## src/rtl/audio_stream_ctrl.sv

```systemverilog
// Streams audio samples from word-wide flash: one-word current buffer plus one-word prefetch buffer, one lane per sample_tick.
// Optional macro VOLUME_SCALE_EN adds a 3-bit volume input that arithmetically shifts each emitted lane.
module audio_stream_ctrl #(
    parameter int ADDR_W   = 23,
    parameter int WORD_W   = 32,
    parameter int SAMPLE_W = 8
) (
    input  logic                clk,
    input  logic                reset,
    input  logic                start,
    input  logic [ADDR_W-1:0]   start_addr,
    input  logic [ADDR_W-1:0]   end_addr,
    input  logic                loop_en,
    input  logic                sample_tick,
`ifdef VOLUME_SCALE_EN
    input  logic [2:0]          volume,
`endif
    output logic [ADDR_W-1:0]   mem_addr,
    output logic                mem_rd,
    input  logic [WORD_W-1:0]   mem_rdata,
    input  logic                mem_valid,
    output logic [SAMPLE_W-1:0] sample,
    output logic                sample_valid,
    output logic                busy,
    output logic                finish,
    output logic                underrun
);
    localparam int LANES = WORD_W / SAMPLE_W;
    localparam int IDX_W = (LANES > 1) ? $clog2(LANES) : 1;
    localparam logic [IDX_W-1:0] LAST_IDX = IDX_W'(LANES - 1);

    typedef enum logic [2:0] {
        S_IDLE  = 3'd0,
        S_FETCH = 3'd1,
        S_WAIT  = 3'd2,
        S_PLAY  = 3'd3,
        S_DONE  = 3'd4
    } state_t;

    state_t              state_q, state_d;
    logic [ADDR_W-1:0]   start_q, start_d;
    logic [ADDR_W-1:0]   end_q, end_d;
    logic                loop_q, loop_d;
    logic [WORD_W-1:0]   cur_buf_q, cur_buf_d;
    logic [WORD_W-1:0]   nxt_buf_q, nxt_buf_d;
    logic                cur_valid_q, cur_valid_d;
    logic                nxt_valid_q, nxt_valid_d;
    logic [IDX_W-1:0]    idx_q, idx_d;
    logic [ADDR_W-1:0]   cur_addr_q, cur_addr_d;
    logic                rd_pend_q, rd_pend_d;
    logic                stale_q, stale_d;
    logic [ADDR_W-1:0]   mem_addr_q, mem_addr_d;
    logic                mem_rd_q, mem_rd_d;
    logic [SAMPLE_W-1:0] sample_q, sample_d;
    logic                sample_valid_q, sample_valid_d;
    logic                busy_q, busy_d;
    logic                finish_q, finish_d;
    logic                underrun_q, underrun_d;

    logic                rd_take_s;
    logic                tick_s;
    logic                at_end_s;
    logic                need_next_s;
    logic                play_end_s;
    logic [ADDR_W-1:0]   next_addr_s;
    logic [SAMPLE_W-1:0] lane_s;
    logic [SAMPLE_W-1:0] lane_out_s;

    // Memory returns in order, so a read abandoned by a restart is the next mem_valid and gets dropped via stale_q.
    assign rd_take_s   = rd_pend_q & ~mem_rd_q & mem_valid & ~stale_q;
    assign tick_s      = sample_tick & ~start;
    assign at_end_s    = (cur_addr_q == end_q);
    assign need_next_s = ~at_end_s | loop_q;
    assign next_addr_s = at_end_s ? start_q : (cur_addr_q + ADDR_W'(1));
    assign play_end_s  = tick_s & cur_valid_q & (idx_q == LAST_IDX) & at_end_s & ~loop_q;
    assign lane_s      = SAMPLE_W'(cur_buf_q >> (idx_q * SAMPLE_W));

`ifdef VOLUME_SCALE_EN
    assign lane_out_s = SAMPLE_W'($signed(lane_s) >>> volume);
`else
    assign lane_out_s = lane_s;
`endif

    // State register.
    always_ff @(posedge clk) begin
        if (reset) begin
            state_q <= S_IDLE;
        end else begin
            state_q <= state_d;
        end
    end

    // Next-state logic; a start pulse always restarts from FETCH.
    always_comb begin
        state_d = state_q;
        case (state_q)
            S_IDLE: begin
                if (start) state_d = S_FETCH;
                else       state_d = S_IDLE;
            end
            S_FETCH: begin
                if (start)               state_d = S_FETCH;
                else if (start_q > end_q) state_d = S_DONE;
                else                     state_d = S_WAIT;
            end
            S_WAIT: begin
                if (start)          state_d = S_FETCH;
                else if (rd_take_s) state_d = S_PLAY;
                else                state_d = S_WAIT;
            end
            S_PLAY: begin
                if (start)           state_d = S_FETCH;
                else if (play_end_s) state_d = S_DONE;
                else                 state_d = S_PLAY;
            end
            S_DONE: begin
                if (start) state_d = S_FETCH;
                else       state_d = S_IDLE;
            end
            default: state_d = S_IDLE;
        endcase
    end

    // Output and datapath next-state: buffers, read handshake, sample emission.
    always_comb begin
        start_d        = start_q;
        end_d          = end_q;
        loop_d         = loop_q;
        cur_buf_d      = cur_buf_q;
        nxt_buf_d      = nxt_buf_q;
        cur_valid_d    = cur_valid_q;
        nxt_valid_d    = nxt_valid_q;
        idx_d          = idx_q;
        cur_addr_d     = cur_addr_q;
        rd_pend_d      = rd_pend_q & ~rd_take_s;
        stale_d        = stale_q & ~mem_valid;
        mem_addr_d     = mem_addr_q;
        mem_rd_d       = 1'b0;
        sample_d       = sample_q;
        sample_valid_d = 1'b0;
        underrun_d     = 1'b0;
        busy_d         = (state_d != S_IDLE);
        finish_d       = (state_d == S_DONE);

        if (start) begin
            start_d     = start_addr;
            end_d       = end_addr;
            loop_d      = loop_en;
            cur_valid_d = 1'b0;
            nxt_valid_d = 1'b0;
            idx_d       = '0;
            stale_d     = stale_d | (rd_pend_q & ~rd_take_s);
            if (start_addr <= end_addr) begin
                mem_rd_d   = 1'b1;
                mem_addr_d = start_addr;
                rd_pend_d  = 1'b1;
            end else begin
                rd_pend_d  = 1'b0;
            end
        end else if (state_q == S_WAIT) begin
            if (rd_take_s) begin
                cur_buf_d   = mem_rdata;
                cur_valid_d = 1'b1;
                idx_d       = '0;
                cur_addr_d  = mem_addr_q;
            end else begin
                cur_valid_d = cur_valid_q;
            end
        end else if (state_q == S_PLAY) begin
            if (tick_s && cur_valid_q) begin
                sample_d       = lane_out_s;
                sample_valid_d = 1'b1;
                if (idx_q != LAST_IDX) begin
                    idx_d = idx_q + IDX_W'(1);
                end else if (nxt_valid_q) begin
                    cur_buf_d   = nxt_buf_q;
                    nxt_valid_d = 1'b0;
                    cur_addr_d  = next_addr_s;
                    idx_d       = '0;
                end else begin
                    cur_valid_d = 1'b0;
                end
            end else if (tick_s) begin
                sample_d       = '0;
                sample_valid_d = 1'b1;
                underrun_d     = 1'b1;
            end else begin
                sample_valid_d = 1'b0;
            end

            // A word arriving while the current buffer is drained goes straight into play.
            if (rd_take_s && cur_valid_d) begin
                nxt_buf_d   = mem_rdata;
                nxt_valid_d = 1'b1;
            end else if (rd_take_s) begin
                cur_buf_d   = mem_rdata;
                cur_valid_d = 1'b1;
                idx_d       = '0;
                cur_addr_d  = mem_addr_q;
            end else begin
                nxt_valid_d = nxt_valid_d;
            end

            if (!nxt_valid_q && !rd_pend_q && !stale_q && need_next_s) begin
                mem_rd_d   = 1'b1;
                mem_addr_d = next_addr_s;
                rd_pend_d  = 1'b1;
            end else begin
                mem_rd_d   = 1'b0;
            end
        end else begin
            cur_valid_d = cur_valid_q;
        end
    end

    // Datapath and output registers.
    always_ff @(posedge clk) begin
        if (reset) begin
            start_q        <= '0;
            end_q          <= '0;
            loop_q         <= 1'b0;
            cur_buf_q      <= '0;
            nxt_buf_q      <= '0;
            cur_valid_q    <= 1'b0;
            nxt_valid_q    <= 1'b0;
            idx_q          <= '0;
            cur_addr_q     <= '0;
            rd_pend_q      <= 1'b0;
            stale_q        <= 1'b0;
            mem_addr_q     <= '0;
            mem_rd_q       <= 1'b0;
            sample_q       <= '0;
            sample_valid_q <= 1'b0;
            busy_q         <= 1'b0;
            finish_q       <= 1'b0;
            underrun_q     <= 1'b0;
        end else begin
            start_q        <= start_d;
            end_q          <= end_d;
            loop_q         <= loop_d;
            cur_buf_q      <= cur_buf_d;
            nxt_buf_q      <= nxt_buf_d;
            cur_valid_q    <= cur_valid_d;
            nxt_valid_q    <= nxt_valid_d;
            idx_q          <= idx_d;
            cur_addr_q     <= cur_addr_d;
            rd_pend_q      <= rd_pend_d;
            stale_q        <= stale_d;
            mem_addr_q     <= mem_addr_d;
            mem_rd_q       <= mem_rd_d;
            sample_q       <= sample_d;
            sample_valid_q <= sample_valid_d;
            busy_q         <= busy_d;
            finish_q       <= finish_d;
            underrun_q     <= underrun_d;
        end
    end

    assign mem_addr     = mem_addr_q;
    assign mem_rd       = mem_rd_q;
    assign sample       = sample_q;
    assign sample_valid = sample_valid_q;
    assign busy         = busy_q;
    assign finish       = finish_q;
    assign underrun     = underrun_q;

endmodule

```

## config.mk

```make
export PLATFORM = sky130hd
export DESIGN_NAME = audio_stream_ctrl
export DESIGN_NICKNAME = d
export VERILOG_FILES = /design/src/rtl/audio_stream_ctrl.sv
export SDC_FILE = /design/constraint.sdc
export NUM_CORES = 1
export LEC_CHECK = 0
export CORE_UTILIZATION = 61
export DETAILED_ROUTE_END_ITERATION = 8
export GPL_TIMING_DRIVEN = 0
export HOLD_SLACK_MARGIN = 0.03
export PLACE_DENSITY = 0.86
export SLEW_MARGIN = 20
export SYNTH_ARGS = -nofsm -noshare
export SYNTH_HDL_FRONTEND = slang
export SYNTH_SLANG_ARGS = --single-unit
```

## constraint.sdc

```tcl
create_clock -name clk -period 6.9 [get_ports clk]
set_clock_uncertainty 0.15 [all_clocks]
set_input_delay 1.38 -clock clk [delete_from_list [all_inputs] [get_ports clk]]
set_output_delay 1.38 -clock clk [all_outputs]
set_load 0.01 [all_outputs]
```

==> impl_results.md <==
* Sink Count at roughly 180
* Synth async-reset ratio at 0
* Area delta synth->final at 21.1%
* Crit share post-route at 0.729
* EDFF count, synth at 0
* Max IR drop VDD at 0.181 mV
* Core Region at 0.0154 sq mm
* Final setup vio count at 0
* Crit path buffers/inverters at 2
* Crit path depth at 9
* DR vias/cell at 6.50
* # IOs at 120
* H-tree depth at 4
* Final std cells w/o fill at 1538
* Power Density at 214 mW/mm^2
* Worst-Skew Late Latency at around 0.45 ns
* Hold WS at 0.308 ns
* Die footprint at approximately 0.016 sq mm
* RSZ-0062 raised after global routing: false
* Fmax at roughly 200 MHz
* CTS tree: yes
* Post-synth cell types at 57
* Synth Flop Type: dfxtp_1
* Post-CTS sizing at 0
* Final Hold Vio Count at 0
* Ys Warns at 0
* Seq cells post-synth at 179
* Diode count at 0
* Crit path kind: input pin to flip-flop
* Initial core utilization at 0.631
* Outcome: complete, no violations
* Input/output buffers at ~120
* Critical R2R Launch: cur_addr_q[10]
* Initial antenna violation count at 0
* Seq/Total Area, Yosys at 0.370
* Slowest cell on the critical path: nor4_1
* GR Overflow Total at 0
* Total number of vias at 9998
* Routed wire length at 32200 microns
* Post-DR wirelength/cell at 20.9 microns
* Detail Route Antenna Nets at 0
* CP Capture Point: mem_addr[8]
* Crit. End Element: flip-flop
* # hold bufs at CTS at 0
* Tot GR Track Use at 0.400
* Wire length of the first global-routing pass at 49700 microns
* Syn nets at roughly 1300
* CTS root buffer: clkbuf_16
* Worst rel slew slack at 0.251
* Worst-path maximum fanout at 9
* Reg2Reg Depth at 10
* Setup tns final at 0 ns
* Delay-heaviest family, CP: simple AND/OR/NAND/NOR gates
* Largest net degree at the start of global routing at 19
* Arrival time at the worst endpoint at 5.15 ns
* DIE WIDTH at around 130 microns
* Vias in the first global route at between 9000 and 10000
* DP Area at 0.0112 sq mm
* Max-cap violations at 0
* Minimum clock period at 5.03 ns
* Power Total at 2510 uW
* Reg clk slew, reported paths at 0.07 ns
* Slew @ Worst Pin at ~1.1 ns
* HP Class: flip-flop to flip-flop
* Die height at 128 microns
* Worst path max stage delay at ~0.92 ns
* Share of cells above drive strength 1 at 0.0460
* Worst Path Required at 7.02 ns
* CP startpoint kind: input pin
* TritonRoute pass-1 iters at 9
* Worst reg2reg setup slack at about 3.6 ns
* LEAKAGE at 0.00498 uW
* CTS Buf Count at 17
* Standard-cell rows at between 40 and 50
* Syn_area_per_cell at between 8 and 9 sq um
* DP Cell Count at 1506
* Post-Syn Area at just under 0.01 sq mm
* GP Congestion at 1.02
* Synthesized instance count at 1176
* Clock buffer depth at 2
* Remaining routing DRC violations at 0
* Hpwl dp at 23400 microns
* Number of setup buffers added after CTS at 0
* Finished Cell Area at ~0.012 sq mm
* Max Slew Vio Count at 0
* Critical path origin: end_addr[18]
* DRT iter0 DRCs at 1253
* Worst R2R End: mem_addr[10]
* Nets at ~1400
* CP Cell Sequence: clkdlybuf4s50_1 > inv_1 > ha_1 > nand4_1 > nor4_1 > o31ai_1 > o211a_1 > nor2_1 > a221oi_1
## how the worst min path moves through the flow
| stage | from | end | slack, ns | cells past startpoint |
|---|---|---|---|---|
| floorplan | cur_valid_q | underrun | 0.28 | 1 |
| global placement | nxt_buf_q[27] | nxt_buf_q[27] | 0.29 | 2 |
| detailed placement | nxt_buf_q[28] | nxt_buf_q[28] | 0.30 | 2 |
| CTS | nxt_buf_q[28] | nxt_buf_q[28] | 0.31 | 2 |
| global route | nxt_buf_q[25] | nxt_buf_q[25] | 0.32 | 2 |
| finish | nxt_buf_q[17] | nxt_buf_q[17] | 0.31 | 2 |
## cell usage in the layout (no fill, tap or decap), types with 5 or more instances in the layout
cell / n
a21o_1: 15
a21oi_1: 97
a221oi_1: 6
a22oi_1: 10
a311o_1: 6
a31oi_1: 16
a41oi_1: 5
and3_1: 7
and4_1: 7
buf_1: 7
buf_2: 7
clkbuf_1: 81
clkbuf_16: 17
clkdlybuf4s50_1: 119
dfxtp_1: 179
ha_1: 48
inv_1: 56
inv_6: 7
mux2i_1: 36
mux4_2: 8
nand2_1: 141
nand3_1: 22
nand4_1: 15
nor2_1: 93
nor3_1: 55
nor4_1: 8
o211a_1: 34
o211ai_1: 5
o21ai_0: 60
o221ai_1: 15
o31a_1: 6
o31ai_1: 9
o41ai_1: 14
or2_2: 5
or3_1: 15
or4_1: 6
xnor2_1: 11
xor2_1: 29
## kinds of logic after synthesis
kind of cell               Yosys count  synth area share
and+or+nand+nor                    392             0.189
AOI/OAI and AO/OA                  321             0.227
DFF                                179             0.370
buffers and inverters              152            0.0605
adders and majority gates           48            0.0619
muxes                               44            0.0557
xor gates and xnor gates            40            0.0361
## cell usage after synthesis, types with 6 or more instances
library cell    n  share of area
o21ai_0        60          0.031
a311o_1         6         0.0062
o31ai_1         9         0.0070
a22oi_1        10         0.0077
a21o_1         15          0.012
dfxtp_1       179           0.37
nand4_1        15         0.0097
nand2_1       141          0.055
clkbuf_1       81          0.031
a21oi_1        97          0.050
o221ai_1       15          0.014
inv_1          56          0.022
mux2i_1        36          0.037
nor2_1         93          0.036
o211a_1        34          0.035
o31a_1          6         0.0054
buf_2           7         0.0036
mux4_2          8          0.019
xor2_1         29          0.026
or3_1          15         0.0097
and3_1          7         0.0045
nor3_1         55          0.028
and4_1          7         0.0063
or4_1           6         0.0046
xnor2_1        11         0.0099
a221oi_1        6         0.0054
buf_1           7         0.0027
a31oi_1        16          0.010
ha_1           48          0.062
o41ai_1        14          0.013
nor4_1          8         0.0052
nand3_1        22          0.011
## per-layer routing
layer	track usage	part of all wire
met4	0.174	0.035
met3	0.127	0.13
met2	0.588	0.43
met5	0	0
met1	0.538	0.41
## cell type report
class,instances,area [sq um]
fill,1158,3630
sequential,179,3580
multi-input combinational,845,5530
clock inverter,14,154
tap,211,264
inverter,56,210
clock buffer,18,439
buffer,96,377
timing repair buffer,119,1190
## worst reg2reg max path: stages (launching register included)
cell and delay [ns]:
dfxtp_1 0.31, clkbuf_1 0.38, xor2_1 0.16, nor4_1 0.44, and2_1 0.19, clkbuf_1 0.40
nand2_1 0.19, buf_2 0.25, buf_1 0.29, o211ai_1 0.29, a31oi_1 0.12
## metrics by stage
stage,utilization,worst slack [ns]
6_report,0.764,1.87
3_3_place_gp,0.725,1.69
2_1_floorplan,-,3.37
4_1_cts,0.764,2.11
3_5_place_dp,0.725,1.64
5_1_grt,0.764,1.71
## sequential cells by signal (all words and copies together) (netlist names), 3 cells and up
register and flops:
cur_addr_q 23, cur_buf_q 32, end_q 23, mem_addr 23, nxt_buf_q 32, sample 8, start_q 23, state_q 3
## where the power goes
part	switching, uW	internal, uW
Sequential	44.5	1070
Clock	475	527
Combinational	229	168
Power figures use the tool's default switching activity.
